--- config.mk ---
export PLATFORM = sky130hd
export DESIGN_NAME = rx_flat
export DESIGN_NICKNAME = d
export VERILOG_FILES = /design/src/rtl/rx_pkg.sv /design/src/rtl/rx_if.sv /design/src/rtl/rx_fifo.sv /design/src/rtl/rx.sv /design/src/flat_wrapper.sv
export SDC_FILE = /design/constraint.sdc
export NUM_CORES = 1
export LEC_CHECK = 0
export CAP_MARGIN = 20
export CORE_MARGIN = 4
export CORE_UTILIZATION = 45
export DETAILED_ROUTE_END_ITERATION = 6
export GPL_ROUTABILITY_DRIVEN = 0
export GPL_TIMING_DRIVEN = 0
export MAX_ROUTING_LAYER = met4
export PLACE_DENSITY = 0.65
export SLEW_MARGIN = 20
export SYNTH_ARGS = -nofsm -noshare
export SYNTH_HDL_FRONTEND = slang
export SYNTH_SLANG_ARGS = --single-unit
--- constraint.sdc ---
create_clock -name clk -period 5.1 [get_ports clk]
set_input_delay 0.765 -clock clk [delete_from_list [all_inputs] [get_ports clk]]
set_output_delay 0.765 -clock clk [all_outputs]
set_load 0.01 [all_outputs]
--- src/rtl/rx_pkg.sv ---
// Shared rx/tx definitions: default widths and the receiver FSM encoding.
package rx_pkg;

  localparam int unsigned DW_DEF    = 2;
  localparam int unsigned DEPTH_DEF = 4;
  localparam int unsigned CNT_W     = 8;

  typedef enum logic [1:0] {
    RST_STATE  = 2'b00,
    RX_STATE   = 2'b01,
    FULL_STATE = 2'b10
  } state_t;

endpackage

--- src/rtl/rx_if.sv ---
// Upstream handshake, consumer handshake and status bundle for the receiver.
interface rx_if
  import rx_pkg::*;
#(
  parameter int unsigned DW = DW_DEF
) ();

  logic             valid_i;
  logic [DW-1:0]    data_i;
  logic             ready_o;
  logic             out_valid_o;
  logic [DW-1:0]    out_data_o;
  logic             out_ready_i;
  logic             full_o;
  logic             empty_o;
  logic [CNT_W-1:0] rx_count_o;

  modport slave (
    input  valid_i, data_i, out_ready_i,
    output ready_o, out_valid_o, out_data_o, full_o, empty_o, rx_count_o
  );

  modport master (
    output valid_i, data_i, out_ready_i,
    input  ready_o, out_valid_o, out_data_o, full_o, empty_o, rx_count_o
  );

endinterface

--- src/rtl/rx_fifo.sv ---
// First-word-fall-through buffer: storage, wrapping pointers and occupancy.
module rx_fifo
  import rx_pkg::*;
#(
  parameter int unsigned DW    = DW_DEF,
  parameter int unsigned DEPTH = DEPTH_DEF
) (
  input  logic                   clk,
  input  logic                   rst,
  input  logic                   i_push,
  input  logic                   i_pop,
  input  logic [DW-1:0]          i_data,
  output logic [DW-1:0]          o_data,
  output logic                   o_full,
  output logic                   o_empty,
  output logic [$clog2(DEPTH):0] o_count
);

  localparam int unsigned AW = $clog2(DEPTH);
  localparam int unsigned CW = AW + 1;

  logic [DW-1:0] r_mem [DEPTH];
  logic [AW-1:0] r_wr_ptr;
  logic [AW-1:0] r_rd_ptr;
  logic [CW-1:0] r_count;
  logic          w_push;
  logic          w_pop;

  // Guard against illegal requests so pointers and occupancy never corrupt.
  assign w_push = i_push && !o_full;
  assign w_pop  = i_pop  && !o_empty;

  always_ff @(posedge clk) begin
    if (w_push) r_mem[r_wr_ptr] <= i_data;
  end

  always_ff @(posedge clk or posedge rst) begin
    if (rst) begin
      r_wr_ptr <= '0;
      r_rd_ptr <= '0;
      r_count  <= '0;
    end else begin
      if (w_push) r_wr_ptr <= r_wr_ptr + AW'(1);
      if (w_pop)  r_rd_ptr <= r_rd_ptr + AW'(1);
      case ({w_push, w_pop})
        2'b10:   r_count <= r_count + CW'(1);
        2'b01:   r_count <= r_count - CW'(1);
        default: r_count <= r_count;
      endcase
    end
  end

  assign o_data  = r_mem[r_rd_ptr];
  assign o_full  = (r_count == CW'(DEPTH));
  assign o_empty = (r_count == '0);
  assign o_count = r_count;

endmodule

--- src/rtl/rx.sv ---
// Receiver top: accept FSM, registered ready and accepted-word counter around rx_fifo.
module rx
  import rx_pkg::*;
#(
  parameter int unsigned DW    = DW_DEF,
  parameter int unsigned DEPTH = DEPTH_DEF
) (
  input logic clk,
  input logic rst,
  rx_if.slave bus
);

  localparam int unsigned CW = $clog2(DEPTH) + 1;

  state_t           r_state;
  state_t           w_next;
  logic             r_ready;
  logic [CNT_W-1:0] r_rx_count;
  logic             w_push;
  logic             w_pop;
  logic [DW-1:0]    w_data;
  logic             w_full;
  logic             w_empty;
  logic [CW-1:0]    w_count;

  assign w_push = bus.valid_i && r_ready;
  assign w_pop  = !w_empty && bus.out_ready_i;

  rx_fifo #(.DW(DW), .DEPTH(DEPTH)) u_fifo (
    .clk     (clk),
    .rst     (rst),
    .i_push  (w_push),
    .i_pop   (w_pop),
    .i_data  (bus.data_i),
    .o_data  (w_data),
    .o_full  (w_full),
    .o_empty (w_empty),
    .o_count (w_count)
  );

  always_ff @(posedge clk or posedge rst) begin
    if (rst) begin
      r_state    <= RST_STATE;
      r_ready    <= 1'b0;
      r_rx_count <= '0;
    end else begin
      r_state <= w_next;
      // Ready is a registered image of the next state.
      r_ready <= (w_next == RX_STATE);
      if (w_push) r_rx_count <= r_rx_count + CNT_W'(1);
    end
  end

  always_comb begin
    w_next = r_state;
    case (r_state)
      RST_STATE:  w_next = RX_STATE;
      RX_STATE:   if (w_push && !w_pop && (w_count == CW'(DEPTH - 1))) w_next = FULL_STATE;
      FULL_STATE: if (w_pop) w_next = RX_STATE;
      default:    w_next = RST_STATE;
    endcase
  end

  assign bus.ready_o     = r_ready;
  assign bus.out_valid_o = !w_empty;
  assign bus.out_data_o  = w_data;
  assign bus.full_o      = w_full;
  assign bus.empty_o     = w_empty;
  assign bus.rx_count_o  = r_rx_count;

endmodule

--- src/flat_wrapper.sv ---
// flat-port wrapper written by rule: the top's interface ports become plain ports
module rx_flat import rx_pkg::*;
#(
  parameter int unsigned DW    = DW_DEF,
  parameter int unsigned DEPTH = DEPTH_DEF
)
  (clk, rst, bus_valid_i, bus_data_i, bus_out_ready_i, bus_ready_o, bus_out_valid_o, bus_out_data_o, bus_full_o, bus_empty_o, bus_rx_count_o);
  rx_if #(.DW(DW)) bus_i ();
  input logic clk;
  input logic rst;
  input wire logic [$bits(bus_i.valid_i)-1:0] bus_valid_i;
  input wire logic [$bits(bus_i.data_i)-1:0] bus_data_i;
  input wire logic [$bits(bus_i.out_ready_i)-1:0] bus_out_ready_i;
  output wire logic [$bits(bus_i.ready_o)-1:0] bus_ready_o;
  output wire logic [$bits(bus_i.out_valid_o)-1:0] bus_out_valid_o;
  output wire logic [$bits(bus_i.out_data_o)-1:0] bus_out_data_o;
  output wire logic [$bits(bus_i.full_o)-1:0] bus_full_o;
  output wire logic [$bits(bus_i.empty_o)-1:0] bus_empty_o;
  output wire logic [$bits(bus_i.rx_count_o)-1:0] bus_rx_count_o;
  assign bus_i.valid_i = bus_valid_i;
  assign bus_i.data_i = bus_data_i;
  assign bus_i.out_ready_i = bus_out_ready_i;
  assign bus_ready_o = bus_i.ready_o;
  assign bus_out_valid_o = bus_i.out_valid_o;
  assign bus_out_data_o = bus_i.out_data_o;
  assign bus_full_o = bus_i.full_o;
  assign bus_empty_o = bus_i.empty_o;
  assign bus_rx_count_o = bus_i.rx_count_o;
  rx #(.DW(DW), .DEPTH(DEPTH)) u_core (.clk(clk), .rst(rst), .bus(bus_i));
endmodule
==> results of run 1 <==
-- cell families (layout without fill, tap and decap cells) --
kind of cell / count (synthesis) / count (layout)
flops: 26 / 26
compound gates: 4 / 4
xor+xnor: 13 / 13
buf+inv: 9 / 32
fa+ha+maj: 7 / 7
simple gates: 26 / 26
mux: 4 / 4
-- how the worst max path moves through the flow --
stage / from / endpoint / slack, ns / depth (start not counted)
CTS: u_core.u_fifo.o_count[0]$_DFFE_PP0P_ / bus_empty_o / 2.40 / 3
finish: u_core.u_fifo.o_count[0]$_DFFE_PP0P_ / bus_empty_o / 2.42 / 3
floorplan: bus_valid_i / u_core.u_fifo.o_count[2]$_DFFE_PP0P_ / 3.03 / 9
detailed placement: bus_valid_i / u_core.u_fifo.o_count[2]$_DFFE_PP0P_ / 2.48 / 10
global route: u_core.u_fifo.o_count[0]$_DFFE_PP0P_ / bus_empty_o / 2.32 / 3
global placement: bus_valid_i / u_core.u_fifo.o_count[2]$_DFFE_PP0P_ / 2.50 / 10
-- area by class of cell --
class | instances | area share [%]
well taps | 30 | 2.57
multi-input cells | 54 | 33.0
clock buffers | 4 | 1.80
repair buffers | 19 | 13.0
flip-flops and latches | 26 | 47.3
plain buffers | 1 | 0.342
inverters | 8 | 2.05
-- worst reg2reg max path, delay by kind of cell, from the launching register on --
family                   cells  cell delay (ns)
adder cells (fa/ha/maj)      2             0.54
AND/OR/NAND/NOR              3             0.50
flip-flops                   1             0.49
XOR/XNOR                     2             0.30
buffers and inverters        2             0.12
-- Yosys cell counts --
| master | n |
|---|---|
| o22ai_1 | 1 |
| mux4_2 | 2 |
| nor2_1 | 1 |
| or3_2 | 1 |
| a21boi_0 | 2 |
| buf_2 | 1 |
| nor2_4 | 1 |
| edfxtp_1 | 8 |
| o31a_2 | 1 |
| mux2_4 | 1 |
| nand4_1 | 4 |
| and4bb_2 | 1 |
| xnor2_1 | 10 |
| and2_1 | 1 |
| nor3b_4 | 1 |
| and3_1 | 2 |
| and2_2 | 4 |
| inv_1 | 8 |
| nand2b_1 | 2 |
| fa_1 | 1 |
| dfrtp_1 | 18 |
| nand3_1 | 1 |
| ha_1 | 6 |
| mux2i_1 | 1 |
| nand2_1 | 7 |
| xor2_1 | 3 |
-- cells in the final DEF (no fill, tap or decap) --
cell type        synthesis  final
mux2i_1                  1      1
o22ai_1                  1      1
dfrtp_1                 18     18
mux2_4                   1      1
o31a_2                   1      1
nor2_1                   1      1
nor3b_4                  1      1
nor2_4                   1      1
a21boi_0                 2      2
fa_1                     1      1
clkdlybuf4s50_1          0     19
buf_2                    1      1
clkbuf_4                 0      3
nand2b_1                 2      2
mux4_2                   2      2
nand3_1                  1      1
inv_1                    8      8
and4bb_2                 1      1
nand4_1                  4      4
and2_1                   1      1
and2_2                   4      4
edfxtp_1                 8      8
xor2_1                   3      3
nand2_1                  7      7
and3_1                   2      2
clkbuf_1                 0      1
xnor2_1                 10     10
or3_2                    1      1
ha_1                     6      6
-- through the flow --
step | power [W] | std cells | cell area [um^2] | utilization (%) | hold WS (ns)
2_1_floorplan | 0.000573 | 89 | 1210 | - | 0.457
3_3_place_gp | 0.000702 | 138 | 1440 | 56.9 | 0.461
3_5_place_dp | 0.000713 | 138 | 1440 | 56.9 | 0.464
4_1_cts | 0.000804 | 142 | 1460 | 57.9 | 0.485
5_1_grt | 0.000858 | 142 | 1460 | 57.9 | 0.525
6_report | 0.000791 | 142 | 1460 | 57.9 | 0.483
-- where the power goes --
group           total, W  internal, W  switching (W)
clock network  0.0000877    0.0000305      0.0000571
registers       0.000364     0.000290      0.0000740
logic           0.000339     0.000200       0.000139
total           0.000791     0.000520       0.000270
-- layer usage --
| layer | wire length [um] | track usage [%] |
|---|---|---|
| met1 | 899 | 15.5 |
| met5 | 0 | - |
| met3 | 62 | 3.24 |
| met4 | 15 | 5.70 |
| met2 | 863 | 20.5 |
-- flip-flops by register name (all words and copies together), names as in the netlist --
signal                  cells
u_core.bus.rx_count_o       8
u_core.r_state              2
u_core.u_fifo.o_count       3
u_core.u_fifo.r_wr_ptr      2
u_core.u_fifo.r_rd_ptr      2
u_core.u_fifo.r_mem         8
u_core.bus.ready_o          1
==> flow_summary.toml, run 1 <==
[die]
pin_count = 20
core_area_mm2 = 0.00252
dieArea_mm2 = 0.00358
initial_core_util_pct = 47.9
fp.dieW_um = 59.8
rows = 18
chipHeight_um = 59.8

[critical_path]
path_buf_inv = 2
r2r_cells = 9
reg2reg_to = "u_core.u_fifo.o_count[2]$_DFFE_PP0P_"
critPathArrivalTime_ns = 1.91
r2r_slack_ns = 3.08
crit_path_start_kind = "flip-flop"
cpPeakStageDelay_ns = 0.53
crit_path_top_delay_cell = "clkdlybuf4s50_1"
path_max_fanout = 6
rr_startpoint = "u_core.u_fifo.o_count[0]$_DFFE_PP0P_"
path_class = "flip-flop to output pin"
cp.required_ns = 4.34
crit_chain = "or3_2, inv_1, clkdlybuf4s50_1"
critical-path-top-delay-family = "buffers and inverters"
end_kind = "output pin"

[timing]
post-route-period-util_pct = 52.5
rsz0062_at_grt = "no"
tns_ns = 0
period_minus_slack_ns = 2.68
max_slew.worst_pin.slew_ns = 0.695
skew_ns = 0.00436
setup-violations-final = 0
worst_slew_margin_rel_pct = 53.6
slew_viol_final = 0
max_freq_mhz = 373
hold_viol_final = 0
setup_ws_ns = 2.42

[job]
maxCapViolCount = 0

[synth]
syn_area_per_cell_um2 = 13.6
synth_nets = 102
yosys.area_share.xor_xnor_pct = 9.43
synth_cell_types = 26
synth-compound-area-share_pct = 2.59
synth_top_family_by_area = "simple AND/OR/NAND/NOR gates"
synth_top_area_share_pct = 37.3
synth_mux_area_share_pct = 5.80
synth_seq_cells = 26
syn_area_mm2 = 0.00121
synth-simple-area-share_pct = 14.2
yosys.area.top_type = "dfrtp_1"
synthAdderAreaFrac_pct = 7.88
synth_cells = 89
ys_warn_count = 0
synth_area_leaders = "dfrtp_1, edfxtp_1, xnor2_1"
ys_seq_area_share_pct = 57.2

[route]
antenna_left = 0
wirelength_um = 1840
first_iter_violations = 4
vias = 687
wl_per_cell_um = 13.0
vias_per_cell = 4.84
drt_first_pass_iters = 2
drc = 0

[global_routing]
grtUsageTotal_pct = 12.9
grt_first_pass_wirelength_um = 3300
grt_max_degree = 19
overflow = 0
grt_pass1_vias = 742
antenna_found_initial = 0

[power_and_ir_drop]
vdd_ir_drop_max_uv = 298
total_leakage_power_nw = 0.617
power.density_mw_per_mm2 = 541

[hold_path]
hold_path_end = "u_core.bus.rx_count_o[7]$_DFFE_PP0P_"
holdCritStartpoint = "u_core.bus.rx_count_o[7]$_DFFE_PP0P_"
hold_depth = 1
hold_class = "flip-flop to flip-flop"

[layout]
seqCellArea_um2 = 691
multi_input_area_um2 = 482
final_nets = 126
drive_above_1_share_pct = 14.3
n_antenna_cell = 0
synthToLayoutAreaGrowth_pct = 21.0
fillers = 221

[clocking]
h-tree-depth = 1
cts_sinks = 26
post_cts_resized = 0
cts.clk_slew.worst_paths_ns = 0.13
cts_hold_buf = 0
tritoncts = "yes"
cts_root_buf = "clkbuf_4"
clk_latency_ns = 0.31
post_cts_buffers = 0
max-clock-path-buffers = 2
cts_buffers = 3

[placement]
dp_slack_ns = 2.48
hpwl_um = 1410
port_buffers = 19

[run_status]
status = "complete, no violations"
No activity file was read; power rests on OpenSTA's default activity.
==> inputs of run 2 (changes only) <==
--- a/config.mk
+++ b/config.mk
@@ -12,7 +12,7 @@
 export GPL_ROUTABILITY_DRIVEN = 0
 export GPL_TIMING_DRIVEN = 0
 export MAX_ROUTING_LAYER = met4
-export PLACE_DENSITY = 0.65
+export PLACE_DENSITY = 0.68
 export SLEW_MARGIN = 20
 export SYNTH_ARGS = -nofsm -noshare
 export SYNTH_HDL_FRONTEND = slang
==> constraint.sdc (replaced) <==
create_clock -name clk -period 2.2 [get_ports clk]
set_input_delay 0.33 -clock clk [delete_from_list [all_inputs] [get_ports clk]]
set_output_delay 0.33 -clock clk [all_outputs]
set_load 0.01 [all_outputs]
==> flow_summary.toml, run 2 (synthesis gave the netlist of run 1 again) <==
[run_status]
status = "complete, no violations"

[clocking]
cts_root_buf = "clkbuf_4"
cts_buffers = 3
cts.clk_slew.worst_paths_ns = 0.14
tritoncts = "yes"
clk_latency_ns = 0.31
cts_sinks = 26
max-clock-path-buffers = 2
cts_hold_buf = 0
h-tree-depth = 1

[critical_path]
critPathArrivalTime_ns = 1.74
end_kind = "output pin"
crit_chain = "mux4_2, clkdlybuf4s50_1"
critical-path-top-delay-family = "multiplexers"
cpPeakStageDelay_ns = 0.50
path_buf_inv = 1
crit_path_start_kind = "flip-flop"
path_class = "flip-flop to output pin"
path_max_fanout = 4
rr_startpoint = "u_core.u_fifo.o_count[1]$_DFFE_PP0P_"
cp.required_ns = 1.87
cp-startpoint = "u_core.u_fifo.r_rd_ptr[0]$_DFFE_PP0P_"
crit_path_top_delay_cell = "mux4_2"

[power_and_ir_drop]
p_seq_share_pct = 43.5
total_leakage_power_nw = 0.644
p_switching_w = 0.000632
intPower_w = 0.00127
swShare_pct = 33.2
power.share.combinational_pct = 44.2
clkPwrFrac_pct = 12.3
power.density_mw_per_mm2 = 1270
vdd_ir_drop_max_uv = 704

[die]
dieArea_mm2 = 0.00358
chipHeight_um = 59.8
core_area_mm2 = 0.00252
fp.dieW_um = 59.8
rows = 18
pin_count = 20
initial_core_util_pct = 47.9

[layout]
fillers = 222
fin_area_mm2 = 0.00150
multi_input_area_um2 = 487
drive_above_1_share_pct = 21.1
synthToLayoutAreaGrowth_pct = 24.0
final_nets = 128
final_common_cell = "clkdlybuf4s50_1"
seqCellArea_um2 = 694
n_antenna_cell = 0
final_cell_mix = "clkdlybuf4s50_1, dfrtp_1, xnor2_1, inv_1, edfxtp_1"

[timing]
hold_viol_final = 0
setup-violations-final = 0
slew_viol_final = 0
max_slew.worst_pin.slew_ns = 0.681
max_freq_mhz = 484
skew_ns = 0.00523
period_minus_slack_ns = 2.07
tns_ns = 0
post-route-period-util_pct = 93.9
rsz0062_at_grt = "no"
worst_slew_margin_rel_pct = 54.6

[route]
vias = 719
wl_per_cell_um = 12.7
antenna_left = 0
wirelength_um = 1830
drt_first_pass_iters = 4
first_iter_violations = 15
vias_per_cell = 4.99
drc = 0

[global_routing]
antenna_found_initial = 0
overflow = 0
grt_first_pass_wirelength_um = 3200
grtUsageTotal_pct = 12.6
grt_max_degree = 19
grt_pass1_vias = 738

[placement]
hpwl_um = 1390
port_buffers = 19
dpl-instance-area_mm2 = 0.00144

[job]
maxCapViolCount = 0

[hold_path]
hold_class = "input pin to asynchronous set/reset pin"
## run 2: per-layer routing
metal | GRT usage [%] | wire length (um)
met5 | - | 0
met4 | 5.70 | 19
met3 | 3.02 | 95
met2 | 19.8 | 899
met1 | 15.3 | 820
## run 2: power groups by stage
| stage | logic (W) | registers, W | clock network [W] |
|---|---|---|---|
| finish | 0.000839 | 0.000827 | 0.000234 |
| global route | 0.000938 | 0.000855 | 0.000264 |
| detailed placement | 0.000798 | 0.000853 | 0 |
| CTS | 0.000833 | 0.000830 | 0.000243 |
| global placement | 0.000775 | 0.000849 | 0 |
| floorplan | 0.000477 | 0.000851 | 0 |
## run 2: cell type report
class	count	area share [%]
buffer	1	0.334
clock buffer	4	2.42
inverter	8	2.01
multi-input combinational	54	32.5
sequential	26	46.4
tap	30	2.51
timing repair buffer	21	13.9
## run 2: what timing repair did
item | 4_1_cts | 5_1_grt
setup buffers | 1 | 1
pin swaps | 0 | 2
endpoints found under the setup margin | 1 | 4
resized for setup | 1 | 5
## run 2: final timing paths
| check | end | slack (ns) | cells after the start |
|---|---|---|---|
| max | bus_out_data_o[1] | 0.13 | 2 |
| min | u_core.bus.rx_count_o[7]$_DFFE_PP0P_ | 0.40 | 2 |
| max reg2reg | u_core.u_fifo.o_count[2]$_DFFE_PP0P_ | 0.15 | 10 |
| min reg2reg | u_core.bus.rx_count_o[7]$_DFFE_PP0P_ | 0.49 | 1 |
| max in group asynchronous | u_core.u_fifo.o_count[0]$_DFFE_PP0P_ | 1.32 | 2 |
| min in group clk | u_core.bus.rx_count_o[7]$_DFFE_PP0P_ | 0.49 | 1 |
## run 2: through the flow
| stage | std cells | total power [W] | hold WS, ns | utilization, % | worst slack, ns |
|---|---|---|---|---|---|
| floorplan | 89 | 0.00133 | 0.269 | - | 0.292 |
| global placement | 138 | 0.00162 | 0.461 | 56.9 | 0.0396 |
| detailed placement | 138 | 0.00165 | 0.470 | 56.9 | 0.0115 |
| CTS | 143 | 0.00191 | 0.428 | 58.7 | 0.00699 |
| global route | 144 | 0.00206 | 0.483 | 59.4 | 0.00740 |
| finish | 144 | 0.00190 | 0.403 | 59.4 | 0.134 |
==> inputs of run 3 (changes only) <==
--- a/config.mk
+++ b/config.mk
@@ -11,7 +11,6 @@
 export DETAILED_ROUTE_END_ITERATION = 6
 export GPL_ROUTABILITY_DRIVEN = 0
 export GPL_TIMING_DRIVEN = 0
-export MAX_ROUTING_LAYER = met4
 export PLACE_DENSITY = 0.68
 export SLEW_MARGIN = 20
 export SYNTH_ARGS = -nofsm -noshare
==> flow_summary.toml, run 3 (synthesis gave the netlist of run 1 again) <==
[clocking]
cts_root_buf = "clkbuf_4"
cts_sinks = 26
tritoncts = "yes"
cts_buffers = 3
h-tree-depth = 1
cts.clk_slew.worst_paths_ns = 0.14
cts_hold_buf = 0
clk_latency_ns = 0.31
max-clock-path-buffers = 2

[power_and_ir_drop]
p_switching_w = 0.000632
vdd_ir_drop_max_uv = 703
intPower_w = 0.00127
power.share.combinational_pct = 44.2
p_seq_share_pct = 43.5
clkPwrFrac_pct = 12.4
total_leakage_power_nw = 0.644
power.density_mw_per_mm2 = 1270
swShare_pct = 33.3

[die]
rows = 18
initial_core_util_pct = 47.9
chipHeight_um = 59.8
fp.dieW_um = 59.8
core_area_mm2 = 0.00252
pin_count = 20
dieArea_mm2 = 0.00358

[timing]
tns_ns = 0
rsz0062_at_grt = "no"
max_freq_mhz = 484
skew_ns = 0.00602
max_slew.worst_pin.slew_ns = 0.676
post-route-period-util_pct = 94.0
setup-violations-final = 0
period_minus_slack_ns = 2.07
worst_slew_margin_rel_pct = 54.9
hold_ws_ns = 0.399
slew_viol_final = 0
hold_viol_final = 0

[critical_path]
crit_path_start_kind = "flip-flop"
r2r_cells = 10
end_kind = "output pin"
crit_chain = "mux4_2, clkdlybuf4s50_1"
cp-startpoint = "u_core.u_fifo.r_rd_ptr[0]$_DFFE_PP0P_"
crit_path_top_delay_cell = "mux4_2"
critPathArrivalTime_ns = 1.74
path_max_fanout = 4
r2r_slack_ns = 0.15
cp.required_ns = 1.87
rr_startpoint = "u_core.u_fifo.o_count[1]$_DFFE_PP0P_"
path_class = "flip-flop to output pin"
cpPeakStageDelay_ns = 0.50

[placement]
hpwl_um = 1390
port_buffers = 19
dpl-instance-area_mm2 = 0.00144
dp_cells = 138

[run_status]
status = "complete, no violations"

[job]
maxCapViolCount = 0

[layout]
drive_above_1_share_pct = 21.1
layoutNonFillerInstCount = 144
final_nets = 128
n_antenna_cell = 0
seqCellArea_um2 = 694
fin_area_mm2 = 0.00150
multi_input_area_um2 = 487
final_cell_mix = "clkdlybuf4s50_1, dfrtp_1, xnor2_1, inv_1, edfxtp_1"
fillers = 222
final_common_cell = "clkdlybuf4s50_1"
synthToLayoutAreaGrowth_pct = 24.0

[route]
first_iter_violations = 17
drc = 0
antenna_left = 0
wirelength_um = 1830
vias_per_cell = 5.01
vias = 721
wl_per_cell_um = 12.7
drt_first_pass_iters = 3

[global_routing]
antenna_found_initial = 0
grt_first_pass_wirelength_um = 3200
grtUsageTotal_pct = 12.2
overflow = 0
grt_pass1_vias = 737
grt_max_degree = 19

[hold_path]
hold_class = "input pin to asynchronous set/reset pin"
run 3: cell counts in the layout (fill, tap and decap cells not counted):
Identical to the previous run, type by type.
run 3: worst max-delay path, delay by kind of cell, from the launching register on:
kind     cells  cell delay (ns)
mux          1             0.50
buf+inv      1             0.49
flops        1             0.44
run 3: final timing paths:
kind / to
worst max-delay path: bus_out_data_o[1]
worst min-delay path: u_core.bus.rx_count_o[7]$_DFFE_PP0P_
worst max register to register: u_core.u_fifo.o_count[2]$_DFFE_PP0P_
worst min register to register: u_core.bus.rx_count_o[7]$_DFFE_PP0P_
max in group asynchronous: u_core.u_fifo.o_count[0]$_DFFE_PP0P_
min in group clk: u_core.bus.rx_count_o[7]$_DFFE_PP0P_
run 3: layer usage:
layer	track usage (%)	wire length [um]	up-vias
met5	0	0	-
met4	5.70	19	0
met3	3.02	92	2
met2	19.8	905	11
met1	15.3	812	352
li1	-	-	356
run 3: cell type report:
type / count / area share [%]
clock buffers: 4 / 2.42
inverters: 8 / 2.01
multi-input cells: 54 / 32.5
well taps: 30 / 2.51
flip-flops and latches: 26 / 46.4
repair buffers: 21 / 13.9
plain buffers: 1 / 0.334
run 3: metrics by stage:
stage	setup WS (ns)	total power [W]	util (%)
2_1_floorplan	0.292	0.00133	-
3_3_place_gp	0.0396	0.00162	56.9
6_report	0.132	0.00190	59.4
3_5_place_dp	0.0115	0.00165	56.9
5_1_grt	0.00740	0.00206	59.4
4_1_cts	0.00699	0.00191	58.7
run 3: what timing repair did:
action | in CTS | in global routing
buffers inserted | 1 | 1
gates cloned | 0 | 0
pin swaps | 0 | 2
endpoints found under the setup margin | 1 | 4
gates resized for setup | 1 | 5
run 3: power groups by stage:
| stage | sequential [W] | clock (W) | combinational, W |
|---|---|---|---|
| 3_3_place_gp | 0.000849 | 0 | 0.000775 |
| 5_1_grt | 0.000855 | 0.000264 | 0.000938 |
| 4_1_cts | 0.000830 | 0.000243 | 0.000833 |
| 6_report | 0.000827 | 0.000235 | 0.000839 |
| 2_1_floorplan | 0.000851 | 0 | 0.000477 |
| 3_5_place_dp | 0.000853 | 0 | 0.000798 |
